`config.mk`:
```
export PLATFORM = sky130hd
export DESIGN_NAME = universal_shift_reg_n
export DESIGN_NICKNAME = d
export VERILOG_FILES = /design/src/rtl/usr_pkg.sv /design/src/rtl/usr_shift_step.sv /design/src/rtl/universal_shift_reg_n.sv
export SDC_FILE = /design/constraint.sdc
export NUM_CORES = 1
export LEC_CHECK = 0
export BUFFER_PORTS_ARGS = -buffer_cell sky130_fd_sc_hd__buf_2
export CAP_MARGIN = 10
export CORE_MARGIN = 2
export CORE_UTILIZATION = 30
export CTS_CLUSTER_DIAMETER = 60
export DETAILED_ROUTE_END_ITERATION = 12
export SYNTH_ARGS = -nofsm -noshare
export SYNTH_HDL_FRONTEND = slang
export SYNTH_SLANG_ARGS = --single-unit
```
`constraint.sdc`:
```
create_clock -name clk -period 2.28 [get_ports clk]
set_clock_uncertainty 0.2 [all_clocks]
set_input_delay 0.114 -clock clk [delete_from_list [all_inputs] [get_ports clk]]
set_output_delay 0.114 -clock clk [all_outputs]
set_load 0.05 [all_outputs]
```
`src/rtl/usr_pkg.sv`:
```
// Shared definitions for universal_shift_reg_n: mode codes and FSM states.
package usr_pkg;

    localparam logic [2:0] USR_NOP  = 3'b000;
    localparam logic [2:0] USR_SHR  = 3'b001;
    localparam logic [2:0] USR_SHL  = 3'b010;
    localparam logic [2:0] USR_LOAD = 3'b011;
    localparam logic [2:0] USR_ROR  = 3'b100;
    localparam logic [2:0] USR_ROL  = 3'b101;
    localparam logic [2:0] USR_ASR  = 3'b110;

    typedef enum logic {
        ST_IDLE  = 1'b0,
        ST_SHIFT = 1'b1
    } usr_state_e;

endpackage

```
`src/rtl/usr_shift_step.sv`:
```
// Combinational single-bit step of a universal shifter.
// Non-shift modes pass the value through and report a zero shifted-out bit.
module usr_shift_step
    import usr_pkg::*;
#(
    parameter int WIDTH = 8
) (
    input  logic [WIDTH-1:0] val,
    input  logic [2:0]       mode,
    input  logic             msb_in,
    input  logic             lsb_in,
    output logic [WIDTH-1:0] nxt,
    output logic             out_bit
);

    // One step of the selected operation; out_bit is the bit leaving the register.
    always_comb begin
        nxt     = val;
        out_bit = 1'b0;
        case (mode)
            USR_SHR: begin nxt = {msb_in, val[WIDTH-1:1]};       out_bit = val[0];       end
            USR_SHL: begin nxt = {val[WIDTH-2:0], lsb_in};       out_bit = val[WIDTH-1]; end
            USR_ROR: begin nxt = {val[0], val[WIDTH-1:1]};       out_bit = val[0];       end
            USR_ROL: begin nxt = {val[WIDTH-2:0], val[WIDTH-1]}; out_bit = val[WIDTH-1]; end
            USR_ASR: begin nxt = {val[WIDTH-1], val[WIDTH-1:1]}; out_bit = val[0];       end
            default: ;
        endcase
    end

endmodule

```
`src/rtl/universal_shift_reg_n.sv`:
```
// WIDTH-bit universal shift register with load/shift/rotate/arith-shift.
// Multi-bit shifts advance one bit per clock under start/busy/done.
// Optional macro USR_CARRY_EN adds a carry output holding the last bit shifted out.
module universal_shift_reg_n
    import usr_pkg::*;
#(
    parameter int WIDTH = 8,
    localparam int CNT_W = $clog2(WIDTH + 1)
) (
    input  logic             clk,
    input  logic             rst,
    input  logic             start,
    input  logic [2:0]       mode,
    input  logic [CNT_W-1:0] amt,
    input  logic [WIDTH-1:0] i_par,
    input  logic             msb_in,
    input  logic             lsb_in,
    output logic [WIDTH-1:0] a_par,
    output logic             busy,
`ifdef USR_CARRY_EN
    output logic             done,
    output logic             carry
`else
    output logic             done
`endif
);

    usr_state_e       state_q, state_d;
    logic [2:0]       mode_q, mode_d;
    logic [CNT_W-1:0] rem_q, rem_d;
    logic [WIDTH-1:0] a_q, a_d;
    logic             done_q, done_d;
    logic [WIDTH-1:0] step_nxt;
    logic             step_cout;
    logic [CNT_W-1:0] amt_clamped;

    // The step unit only ever runs the latched mode of the command in flight.
    usr_shift_step #(.WIDTH(WIDTH)) u_step (
        .val     (a_q),
        .mode    (mode_q),
        .msb_in  (msb_in),
        .lsb_in  (lsb_in),
        .nxt     (step_nxt),
        .out_bit (step_cout)
    );

    assign amt_clamped = (amt > CNT_W'(WIDTH)) ? CNT_W'(WIDTH) : amt;

`ifdef USR_CARRY_EN
    logic carry_q, carry_d;
`else
    wire unused_cout = step_cout;
`endif

    // Next-state: command acceptance in IDLE, one step per edge in SHIFT.
    always_comb begin
        state_d = state_q;
        mode_d  = mode_q;
        rem_d   = rem_q;
        a_d     = a_q;
        done_d  = 1'b0;
`ifdef USR_CARRY_EN
        carry_d = carry_q;
`endif
        case (state_q)
            ST_IDLE: begin
                if (start) begin
                    case (mode)
                        USR_LOAD: begin
                            a_d    = i_par;
                            done_d = 1'b1;
`ifdef USR_CARRY_EN
                            carry_d = 1'b0;
`endif
                        end
                        USR_SHR, USR_SHL, USR_ROR, USR_ROL, USR_ASR: begin
                            if (amt == '0) begin
                                done_d = 1'b1;
                            end else begin
                                mode_d  = mode;
                                rem_d   = amt_clamped;
                                state_d = ST_SHIFT;
                            end
                        end
                        default: done_d = 1'b1;
                    endcase
                end
            end
            ST_SHIFT: begin
                a_d   = step_nxt;
                rem_d = rem_q - CNT_W'(1);
`ifdef USR_CARRY_EN
                carry_d = step_cout;
`endif
                if (rem_q == CNT_W'(1)) begin
                    state_d = ST_IDLE;
                    done_d  = 1'b1;
                end
            end
            default: state_d = ST_IDLE;
        endcase
    end

    // State registers; reset aborts any command in progress.
    always_ff @(posedge clk) begin
        if (rst) begin
            state_q <= ST_IDLE;
            mode_q  <= USR_NOP;
            rem_q   <= '0;
            a_q     <= '0;
            done_q  <= 1'b0;
`ifdef USR_CARRY_EN
            carry_q <= 1'b0;
`endif
        end else begin
            state_q <= state_d;
            mode_q  <= mode_d;
            rem_q   <= rem_d;
            a_q     <= a_d;
            done_q  <= done_d;
`ifdef USR_CARRY_EN
            carry_q <= carry_d;
`endif
        end
    end

    assign a_par = a_q;
    assign busy  = (state_q == ST_SHIFT);
    assign done  = done_q;
`ifdef USR_CARRY_EN
    assign carry = carry_q;
`endif

endmodule
```
# Word-level counts from Yosys, hierarchy flattened
# Cells that the tools add are included.
dict set report totals {
  regBits 17
  rom_bits 0
  in_bits 20
  out_inout_bits 10
  mem_bits_rw 0
  latchBits 0
  memories 0
  word_cells 54
}
dict set report op_classes {
  n_eq_ne 19
  addsub 1
  muxes 19
  n_div 0
  reduce_logical 6
  n_mul 0
  n_shift 0
  magnitude_cmp 1
  n_bitwise 2
}
# op count
set op_table {}
lappend op_table {{$pmux W8 S5} 1}
lappend op_table {{$eq A3 B3 Y1 const B} 6}
lappend op_table {{$mux W4} 4}
lappend op_table {{$mux W8} 2}
lappend op_table {{$pmux W8 S2} 1}
lappend op_table {{$eq A3 B2 Y1 const B} 3}
lappend op_table {{$mux W1} 8}
lappend op_table {{$pmux W4 S2} 1}
lappend op_table {{$reduce_and A4 Y1} 2}
lappend op_table {{$eq A3 B1 Y1 const B} 2}
lappend op_table {{$ne A2 B2 Y1 const B} 3}
lappend op_table {{$ne A6 B1 Y1 const B} 1}
lappend op_table {{$reduce_and A3 Y1} 2}
lappend op_table {{$ne A5 B1 Y1 const B} 1}
lappend op_table {{$reduce_or A5 Y1} 1}
lappend op_table {{$eq A4 B1 Y1 const B} 1}
lappend op_table {{$gt A4 B4 Y1 const B} 1}
lappend op_table {{$logic_not A4 Y1} 1}
lappend op_table {{$ne A2 B1 Y1 const B} 2}
lappend op_table {{$pmux W1 S2} 2}
lappend op_table {{$sub A4 B1 Y4 const B} 1}
lappend op_table {{$not A1 Y1} 2}

# Depth between registers and ports, before layout
# Gate-level depths: netlist of the first run.
dict set report logic_depth {
  depth_word 6
  mapped_depth 6
  ltp_nobuf 5
}

# By module
# From an unflattened synthesis of the first run, not the netlist that was laid out.
dict set report hier_totals {
  hier_cells 171
  hier_area_um2 1551.5
}
# module seq_area_each_um2 cells_each n_inst area_per_inst_um2
set modules_own_cells {}
lappend modules_own_cells {universal_shift_reg_n 340.3 106 1 1073.5}
lappend modules_own_cells {usr_shift_step 0.0 65 1 478.0}

# Least setup slack after synthesis of the first run
# Ideal clock, no wire load.
dict set report synth_timing {
  path_type {reg2reg}
  from {register state_q, in the netlist busy}
  to {register rem_q[3]}
  path_stages_with_launch 6
  arrival_time_ns 1.732
  period_less_slack_ns 2.003
  setup_slack_ns 0.277
  required_time_ns 2.009
  setup_time_ns 0.071
  path_buffers 1
  cell_sequence {dfxtp_1 -> buf_2 -> or4b_2 -> nor2_1 -> a21oi_1 -> a21oi_1}
}
dict set report synth_via {
  elab_chain_cells 3
  elab_cells_between_ends 6
  cone_classes {eq/ne (3); mux (1); bitwise (1); reduce/logical (1)}
}
# element line_no
set synth_lines {}
lappend synth_lines {{start: declaration} universal_shift_reg_n.sv:28} ;# usr_state_e state_q, state_d;
lappend synth_lines {{start signal: assignment} universal_shift_reg_n.sv:116} ;# state_q <= state_d;
lappend synth_lines {{$not A1 Y1 (no source line)} n/a}
lappend synth_lines {{$ne A2 B1 Y1 (no source line) or $ne A2 B2 Y1 (tied branches)} n/a}
lappend synth_lines {{$reduce_and A3 Y1 (no source line)} n/a}
lappend synth_lines {{end signal: assignment} universal_shift_reg_n.sv:118} ;# rem_q <= rem_d;
lappend synth_lines {{end: declaration} universal_shift_reg_n.sv:30} ;# logic [CNT_W-1:0] rem_q, rem_d;
# Parallel ways exist; a longest one is shown, timed or not.
# A chain may end at the register's enable or synchronous reset.

# Worst setup path in the final report of the first run
dict set report layout_timing {
  from {register state_q, in the netlist busy}
  to {register a_q[0], in the netlist a_par[0]}
}
dict set report layout_via {
  elab_chain_cells 3
  elab_cells_between_ends 6
  cone_classes {eq/ne (3); mux (1); bitwise (1); reduce/logical (1)}
}
# element line_no
set layout_lines {}
lappend layout_lines {{$not A1 Y1 (no source line)} n/a}
lappend layout_lines {{$ne A2 B1 Y1 (no source line) or $ne A2 B2 Y1 (tied branches)} n/a}
lappend layout_lines {{$reduce_and A3 Y1 (no source line)} n/a}
lappend layout_lines {{end signal: assignment} universal_shift_reg_n.sv:110} ;# a_q <= '0;
lappend layout_lines {{end signal: assignment} universal_shift_reg_n.sv:119} ;# a_q <= a_d;
lappend layout_lines {{end: declaration} universal_shift_reg_n.sv:31} ;# logic [WIDTH-1:0] a_q, a_d;
# Parallel ways exist; a longest one is shown, timed or not.

==> results of run 1 <==
[cell usage in the layout (no fill, tap or decap), types with 2 or more instances in the layout]
cell type      count
ha_1               2
buf_2             29
dlygate4sd3_1     14
clkbuf_4           3
mux2i_1           10
nand2_1            4
a32o_1             7
or2_2              7
dfxtp_1           17
nand3b_1           3
inv_1              6
or3_1              2
nand2b_1           3
a21oi_1            5
nor2_1            13
o21ai_0            2
nor2b_1            9
[routing by layer]
layer | vias to the layer above | global-route usage
met5 | - | 0
met4 | 0 | 0.0652
met3 | 4 | 0.0123
met2 | 21 | 0.238
met1 | 494 | 0.167
li1 | 529 | -
[cells by family (layout without fill, tap and decap cells)]
| family | count (synthesis) | after routing | share of synthesized area |
|---|---|---|---|
| xor+xnor | 1 | 1 | 0.00814 |
| simple gates | 52 | 52 | 0.291 |
| compound gates | 28 | 28 | 0.204 |
| flops | 17 | 17 | 0.316 |
| buf+inv | 14 | 54 | 0.0651 |
| fa+ha+maj | 2 | 2 | 0.0233 |
| mux | 10 | 10 | 0.0930 |
[stage by stage]
stage                     hold slack [ns]  std cells  total power [mW]  setup WS [ns]  utilization
after floorplan                    0.0612        124             0.513          0.277            -
after global placement              0.200        192             0.558          0.374        0.365
after detailed placement            0.205        192             0.563          0.293        0.365
after CTS                          0.0439        210             0.749          0.240        0.415
after global routing               0.0666        210             0.793         0.0805        0.415
final                              0.0528        210             0.743          0.228        0.415
[cell usage after synthesis (3+ instances only)]
cell and count:
a21oi_1 5, a32o_1 7, clkbuf_1 4, dfxtp_1 17, inv_1 6, mux2i_1 10, nand2_1 4, nand2b_1 3
nand3b_1 3, nor2_1 13, nor2b_1 9, or2_2 7
[layout make-up]
type | instances | area share
well taps | 46 | 0.0410
multi-input cells | 93 | 0.474
repair buffers | 44 | 0.208
flip-flops and latches | 17 | 0.242
inverters | 6 | 0.0160
clock buffers | 4 | 0.0187
[state kept, by name (all words and copies together), names as in the netlist]
| name | count |
|---|---|
| done | 1 |
| busy | 1 |
| a_par | 8 |
| mode_q | 3 |
| rem_q | 4 |
[power by group through the flow]
| stage | sequential [mW] | combinational [mW] | clock (mW) |
|---|---|---|---|
| after global routing | 0.351 | 0.251 | 0.191 |
| after detailed placement | 0.353 | 0.211 | 0 |
| after global placement | 0.351 | 0.207 | 0 |
| after CTS | 0.346 | 0.230 | 0.173 |
| after floorplan | 0.379 | 0.134 | 0 |
| final | 0.346 | 0.230 | 0.167 |
[path summary, 6_finish.rpt]
path | start | endpoint | slack [ns] | cells after the start
worst min-delay path | start | done | 0.05 | 5
worst min register to register | a_par[3] | a_par[3] | 0.30 | 1
worst max register to register | busy | a_par[0] | 0.23 | 5
worst max-delay path | busy | a_par[0] | 0.23 | 5
[repair_timing]
item                                   4_1_cts  5_1_grt
endpoints found under the hold margin       17        0
buffers inserted                             0        0
hold buffers                                14        0
[worst max-delay path: cells and delay by family, from the launching register on]
family	cells	cell delay, ns
compound gates	3	0.56
buf+inv	1	0.28
simple gates	1	0.39
flops	1	0.57
==> impl_metrics.json, run 1 <==
{
  "nets": 187,
  "grt_max_degree": 20,
  "ys_warn_count": 0,
  "syn_inst": 124,
  "netlist_area_mm2": 0.00108,
  "yosys.cell_types.count": 43,
  "via_count": 1048,
  "pwr-share-seq": 0.466,
  "ant_nets": 0,
  "dp_hpwl_mm": 1.87,
  "max-vdd-ir-drop_uv": 173,
  "yosysTopAreaCell": "dfxtp_1",
  "critPathKind": "reg2reg",
  "numPortBuffers": 29,
  "grt_pass1_vias": 992,
  "finalSetupViolations": 0,
  "crit_chain": "buf_4 > a21boi_0 > a2bb2oi_1 > nor2_1 > a32o_1",
  "met2_length_mm": 1.30,
  "max_freq_ghz": 0.487,
  "power.internal_uw": 493,
  "cp-start-kind": "register",
  "cts_buffers": 3,
  "cp_slowest_cell": "dfxtp_1",
  "antenna_found_initial": 0,
  "maxSlewHeadroom": 0.649,
  "wl_met1_mm": 1.17,
  "core_area_mm2": 0.00339,
  "die_w_um": 63.9,
  "drive_above_1_share": 0.274,
  "gp_congestion": 0.764,
  "drc": 0,
  "routed_via_density": 4.99,
  "grt_setup_unrepaired": "no",
  "async_flop_share": 0,
  "hold_viol_final": 0,
  "dr.pass1.iters": 4,
  "max_stage_delay_ns": 0.57,
  "seq_area_frac_synth": 0.316,
  "ys_seq_elements": 17,
  "worstPathMaxFanout": 19,
  "chipHeight_um": 63.9,
  "post_dp_cell_area_mm2": 0.00124,
  "floorplan.initialDensity": 0.317,
  "clk_latency_ns": 0.29,
  "antenna_cells": 0,
  "p_leak_nw": 0.596,
  "area_growth_pct": 30.6,
  "multiInputGateArea_um2": 666,
  "ys.flop_type": "dfxtp_1",
  "dr_wl_met3_um": 73,
  "root_buffer": "clkbuf_4",
  "row_count": 21,
  "final_area_mm2": 0.00141,
  "cts_sinks": 17,
  "grt_overflow": 0,
  "tns_ns": 0,
  "combPwrFrac": 0.309,
  "ys_top_cells_by_area": "dfxtp_1, mux2i_1, a32o_1",
  "cts_tree": "built",
  "avgSynthCellArea_um2": 8.68,
  "post-route-min-period_ns": 2.05,
  "max_cap_viol_count": 0,
  "slew_viol_final": 0,
  "htreeDepth": 1,
  "cts_resized": 0,
  "drt_iter0_drc": 45,
  "clockPowerShare": 0.225,
  "synth.top_cell.area_share": 0.316,
  "clockBufferDepth": 2,
  "regArea_um2": 340,
  "worst-endpoint-arrival_ns": 2.09,
  "fin_crit_sh": 0.900,
  "topRoutingLayerUsed": "met4",
  "drt-wirelength-per-cell_um": 12.3,
  "cts.clk_slew.worst_paths_ns": 0.10,
  "power_density_mw_per_mm2": 529,
  "tightest_slew_ns": 0.525,
  "crit_required_ns": 2.32,
  "syn_nets": 146,
  "io_pins": 30,
  "swShare": 0.336,
  "drt-total-wl_mm": 2.59,
  "fillers": 334,
  "status": "finished clean",
  "grt_pass1_wl_mm": 4.46,
  "dieArea_mm2": 0.00408,
  "grt_usage": 0.137,
  "p_switching_uw": 249,
  "worstHoldPathType": "in2reg",
  "worst_setup_path_end_kind": "register",
  "synth_edf_count": 0
}
No activity file was read; power rests on OpenSTA's default activity.
==> run 2, diff against run 1 <==
- REMOVE_ABC_BUFFERS: default -> 1
==> impl_metrics.json, run 2 (synthesis gave the netlist of run 1 again) <==
{
  "final_area_mm2": 0.00145,
  "worst-endpoint-arrival_ns": 2.20,
  "dp_hpwl_mm": 1.87,
  "row_count": 21,
  "worstHoldPathType": "in2reg",
  "layout.cells.most_common": "buf_2",
  "cp-start-kind": "input pin",
  "cp_slowest_cell": "dlygate4sd3_1",
  "chipHeight_um": 63.9,
  "worst_setup_path_end_kind": "register",
  "gp_congestion": 0.761,
  "status": "finished clean",
  "tns_ns": 0,
  "antenna_cells": 0,
  "largest_reg_flops": 8,
  "nets": 191,
  "maxSlewHeadroom": 0.634,
  "drive_above_1_share": 0.286,
  "crit_chain": "dlygate4sd3_1 > buf_2 > or3_4 > and4b_2 > mux2i_1 > nor2_1 > dlygate4sd3_1",
  "antenna_found_initial": 0,
  "drt-wirelength-per-cell_um": 12.7,
  "hold_viol_final": 0,
  "cts_buffers": 3,
  "setup_ws_ns": 0.0656,
  "grt_pass1_vias": 1056,
  "grt_overflow": 0,
  "grt_pass1_wl_mm": 4.66,
  "power_density_mw_per_mm2": 517,
  "max_freq_ghz": 0.452,
  "final_cell_mix": "buf_2, dfxtp_1, dlygate4sd3_1, nor2_1, mux2i_1",
  "critPathKind": "in2reg",
  "tightest_slew_ns": 0.548,
  "post-route-min-period_ns": 2.21,
  "htreeDepth": 1,
  "post_dp_cell_area_mm2": 0.00124,
  "numPortBuffers": 29,
  "fin_total_pwr_uw": 750,
  "final_cell_count_no_fill": 214,
  "ant_nets": 0,
  "root_buffer": "clkbuf_4",
  "crit_path_frequent_cell": "dlygate4sd3_1",
  "grt_usage": 0.143,
  "worstPathMaxFanout": 4,
  "final_core_util": 0.427,
  "finalSetupViolations": 0,
  "core_area_mm2": 0.00339,
  "cts_sinks": 17,
  "max_cap_viol_count": 0,
  "drt_iter0_drc": 83,
  "drc": 0,
  "die_w_um": 63.9,
  "routed_via_density": 4.97,
  "grt_max_degree": 20,
  "io_pins": 30,
  "placed_cells": 192,
  "cts.clk_slew.worst_paths_ns": 0.10,
  "max_stage_delay_ns": 0.55,
  "max-vdd-ir-drop_uv": 124,
  "floorplan.initialDensity": 0.317,
  "clk_latency_ns": 0.28,
  "fin_crit_sh": 0.971,
  "drt-total-wl_mm": 2.71,
  "p_leak_nw": 0.614,
  "area_growth_pct": 34.7,
  "crit_required_ns": 2.26,
  "clockBufferDepth": 2,
  "dr.pass1.iters": 4,
  "dieArea_mm2": 0.00408,
  "slew_viol_final": 0,
  "post-place-ws_ns": 0.275,
  "hold_ws_ns": 0.0342,
  "cts_tree": "built",
  "via_count": 1064
}
-- run 2: changes by cell type in the layout (fill, tap and decap cells not counted), sizes merged --
cell,delta
dlygate4sd3,+3
buf,+1
-- run 2: area by class of cell --
cell class | count | area [µm²]
Clock buffer | 4 | 26.3
Fill cell | 335 | 1940
Inverter | 6 | 22.5
Multi-Input combinational cell | 93 | 672
Sequential cell | 17 | 340
Tap cell | 46 | 57.6
Timing Repair Buffer | 48 | 330
-- run 2: repair_timing --
item	CTS	global route
buffers inserted	0	1
endpoints found under the hold margin	17	0
hold buffers	17	0
resized for setup	0	2
endpoints found under the setup margin	0	2
-- run 2: per-layer routing --
layer	vias to the layer above	track usage	wire length, µm
met4	0	0.0679	51
met5	-	0	0
met1	494	0.165	1170
met2	29	0.257	1370
li1	537	-	-
met3	4	0.0229	118
-- run 2: power by group --
part           switching [mW]  leakage (nW)  internal [mW]
Sequential             0.0272         0.139          0.319
Clock                  0.0944        0.0150         0.0679
Combinational           0.129         0.461          0.112
Total                   0.250         0.614          0.499
-- run 2: worst paths after layout --
kind                                from   endpoint  slack [ns]  cells past startpoint
worst max-delay path             mode[0]  mode_q[0]        0.07                      7
worst min register to register  a_par[3]   a_par[3]        0.30                      1
worst min-delay path              amt[3]   rem_q[0]        0.03                      4
worst max register to register      busy  mode_q[0]        0.18                      5
-- run 2: critical path, delay by kind of cell --
family / cells / cell delay [ns]
mux: 1 / 0.16
simple gates: 3 / 0.71
buf+inv: 3 / 1.22
==> run 3, diff against run 2 <==
--- a/config.mk
+++ b/config.mk
@@ -7,3 +7,3 @@
 export LEC_CHECK = 0
-export BUFFER_PORTS_ARGS = -buffer_cell sky130_fd_sc_hd__buf_2
+export BUFFER_PORTS_ARGS = -buffer_cell sky130_fd_sc_hd__buf_4
 export CAP_MARGIN = 10
--- a/constraint.sdc
+++ b/constraint.sdc
@@ -4,2 +4,2 @@
 set_output_delay 0.114 -clock clk [all_outputs]
-set_load 0.05 [all_outputs]
+set_load 0.02 [all_outputs]
==> impl_metrics.json, run 3 (synthesis gave the netlist of run 1 again) <==
{
  "cp_slowest_cell": "dlygate4sd3_1",
  "ant_nets": 0,
  "drive_above_1_share": 0.274,
  "cp-start-kind": "input pin",
  "drt_iter0_drc": 93,
  "max_freq_ghz": 0.481,
  "p_leak_nw": 0.613,
  "cts_setup_buffers": 0,
  "grt_overflow": 0,
  "max_stage_delay_ns": 0.54,
  "hold_end": "done",
  "chipHeight_um": 63.9,
  "gp_congestion": 0.825,
  "clk_latency_ns": 0.29,
  "finalSetupViolations": 0,
  "grt_setup_unrepaired": "no",
  "dp_hpwl_mm": 1.80,
  "worstHoldPathType": "in2reg",
  "cts_buffers": 3,
  "drt-total-wl_mm": 2.54,
  "drc": 0,
  "htreeDepth": 1,
  "final_core_util": 0.436,
  "cts_sinks": 17,
  "tightest_slew_ns": 0.503,
  "worstHoldStart": "amt[0]",
  "core_area_mm2": 0.00339,
  "hold_viol_final": 0,
  "clockBufferDepth": 2,
  "drt-wirelength-per-cell_um": 12.1,
  "post-route-min-period_ns": 2.08,
  "grt_usage": 0.131,
  "tns_ns": 0,
  "nets": 187,
  "max-vdd-ir-drop_uv": 137,
  "slew_viol_final": 0,
  "maxSlewHeadroom": 0.664,
  "hold_depth": 5,
  "row_count": 21,
  "cts_resized": 0,
  "post_dp_cell_area_mm2": 0.00131,
  "rrSetupSlack_ns": 0.36,
  "io_pins": 30,
  "final_area_mm2": 0.00148,
  "status": "finished clean",
  "floorplan.initialDensity": 0.317,
  "cts_hold_buffers": 14,
  "largest_reg_flops": 8,
  "via_count": 1023,
  "dr.pass1.iters": 4,
  "layout.cells.most_common": "buf_4",
  "die_w_um": 63.9,
  "cts.clk_slew.worst_paths_ns": 0.10,
  "root_buffer": "clkbuf_4",
  "critPathKind": "in2reg",
  "routed_via_density": 4.87,
  "max_cap_viol_count": 0,
  "fin_crit_sh": 0.911,
  "numPortBuffers": 29,
  "grt_max_degree": 19,
  "crit_chain": "dlygate4sd3_1 > buf_4 > or4_4 > and4b_1 > a211o_1 > a21oi_2",
  "worst-endpoint-arrival_ns": 2.10,
  "reg2reg_from": "busy",
  "worstPathMaxFanout": 6,
  "dieArea_mm2": 0.00408,
  "area_growth_pct": 37.3,
  "antenna_found_initial": 0,
  "fillers": 343,
  "crit_required_ns": 2.30,
  "final_cell_mix": "buf_4, dfxtp_1, dlygate4sd3_1, nor2_1, mux2i_1",
  "r2r_cells": 4,
  "rr_endpoint": "a_par[0]",
  "power_density_mw_per_mm2": 493,
  "worst_setup_path_end_kind": "register",
  "grt_pass1_wl_mm": 4.39,
  "antenna_cells": 0,
  "cts_tree": "built",
  "grt_pass1_vias": 989
}
[run 3: cell count changes in the layout (fill, tap and decap cells not counted)]
cell / previous run / this run
and4b_1: 0 / 1
buf_2: 29 / 0
dlygate4sd3_1: 17 / 14
buf_4: 2 / 30
or3_4: 1 / 0
and4b_2: 1 / 0
or3_1: 1 / 2
[run 3: metal layers]
layer | global-route usage | wire length [µm] | vias to the layer above
met5 | 0 | 0 | -
met4 | 0.0489 | 29 | 0
met3 | 0.0211 | 98 | 2
met2 | 0.212 | 1180 | 20
met1 | 0.173 | 1220 | 476
li1 | - | - | 525
[run 3: worst max-delay path by stage]
| stage | startpoint | endpoint | depth (start not counted) |
|---|---|---|---|
| floorplan | busy | a_par[0] | 4 |
| CTS | amt[1] | rem_q[1] | 6 |
| global placement | busy | a_par[0] | 4 |
| global route | busy | a_par[6] | 4 |
| finish | amt[1] | rem_q[1] | 6 |
| detailed placement | busy | a_par[1] | 4 |
[run 3: stage by stage]
| stage | power (mW) | instances | hold slack [ns] | setup WS [ns] |
|---|---|---|---|---|
| after floorplan | 0.475 | 116 | -0.0236 | 0.341 |
| after global placement | 0.549 | 192 | 0.177 | 0.407 |
| after detailed placement | 0.552 | 192 | 0.182 | 0.391 |
| after CTS | 0.733 | 210 | 0.0439 | 0.222 |
| after global routing | 0.786 | 210 | 0.0467 | 0.169 |
| final | 0.729 | 210 | 0.0537 | 0.203 |
[run 3: cell type report]
type	instances	area, µm²	area share
multi-input combinational	93	666	0.450
timing repair buffer	44	365	0.247
sequential	17	340	0.230
tap	46	57.6	0.0389
clock buffer	4	26.3	0.0178
inverter	6	22.5	0.0152
[run 3: critical path: cells and delay by family]
| family | cells | cell delay, ns |
|---|---|---|
| buffers and inverters | 2 | 0.68 |
| and+or+nand+nor | 2 | 0.86 |
| AOI/OAI and AO/OA | 2 | 0.44 |
[run 3: power by group]
group	total (mW)	internal [mW]	switching [mW]
Sequential	0.346	0.319	0.0266
Combinational	0.219	0.121	0.0984
Clock	0.164	0.0678	0.0964
Total	0.729	0.508	0.221
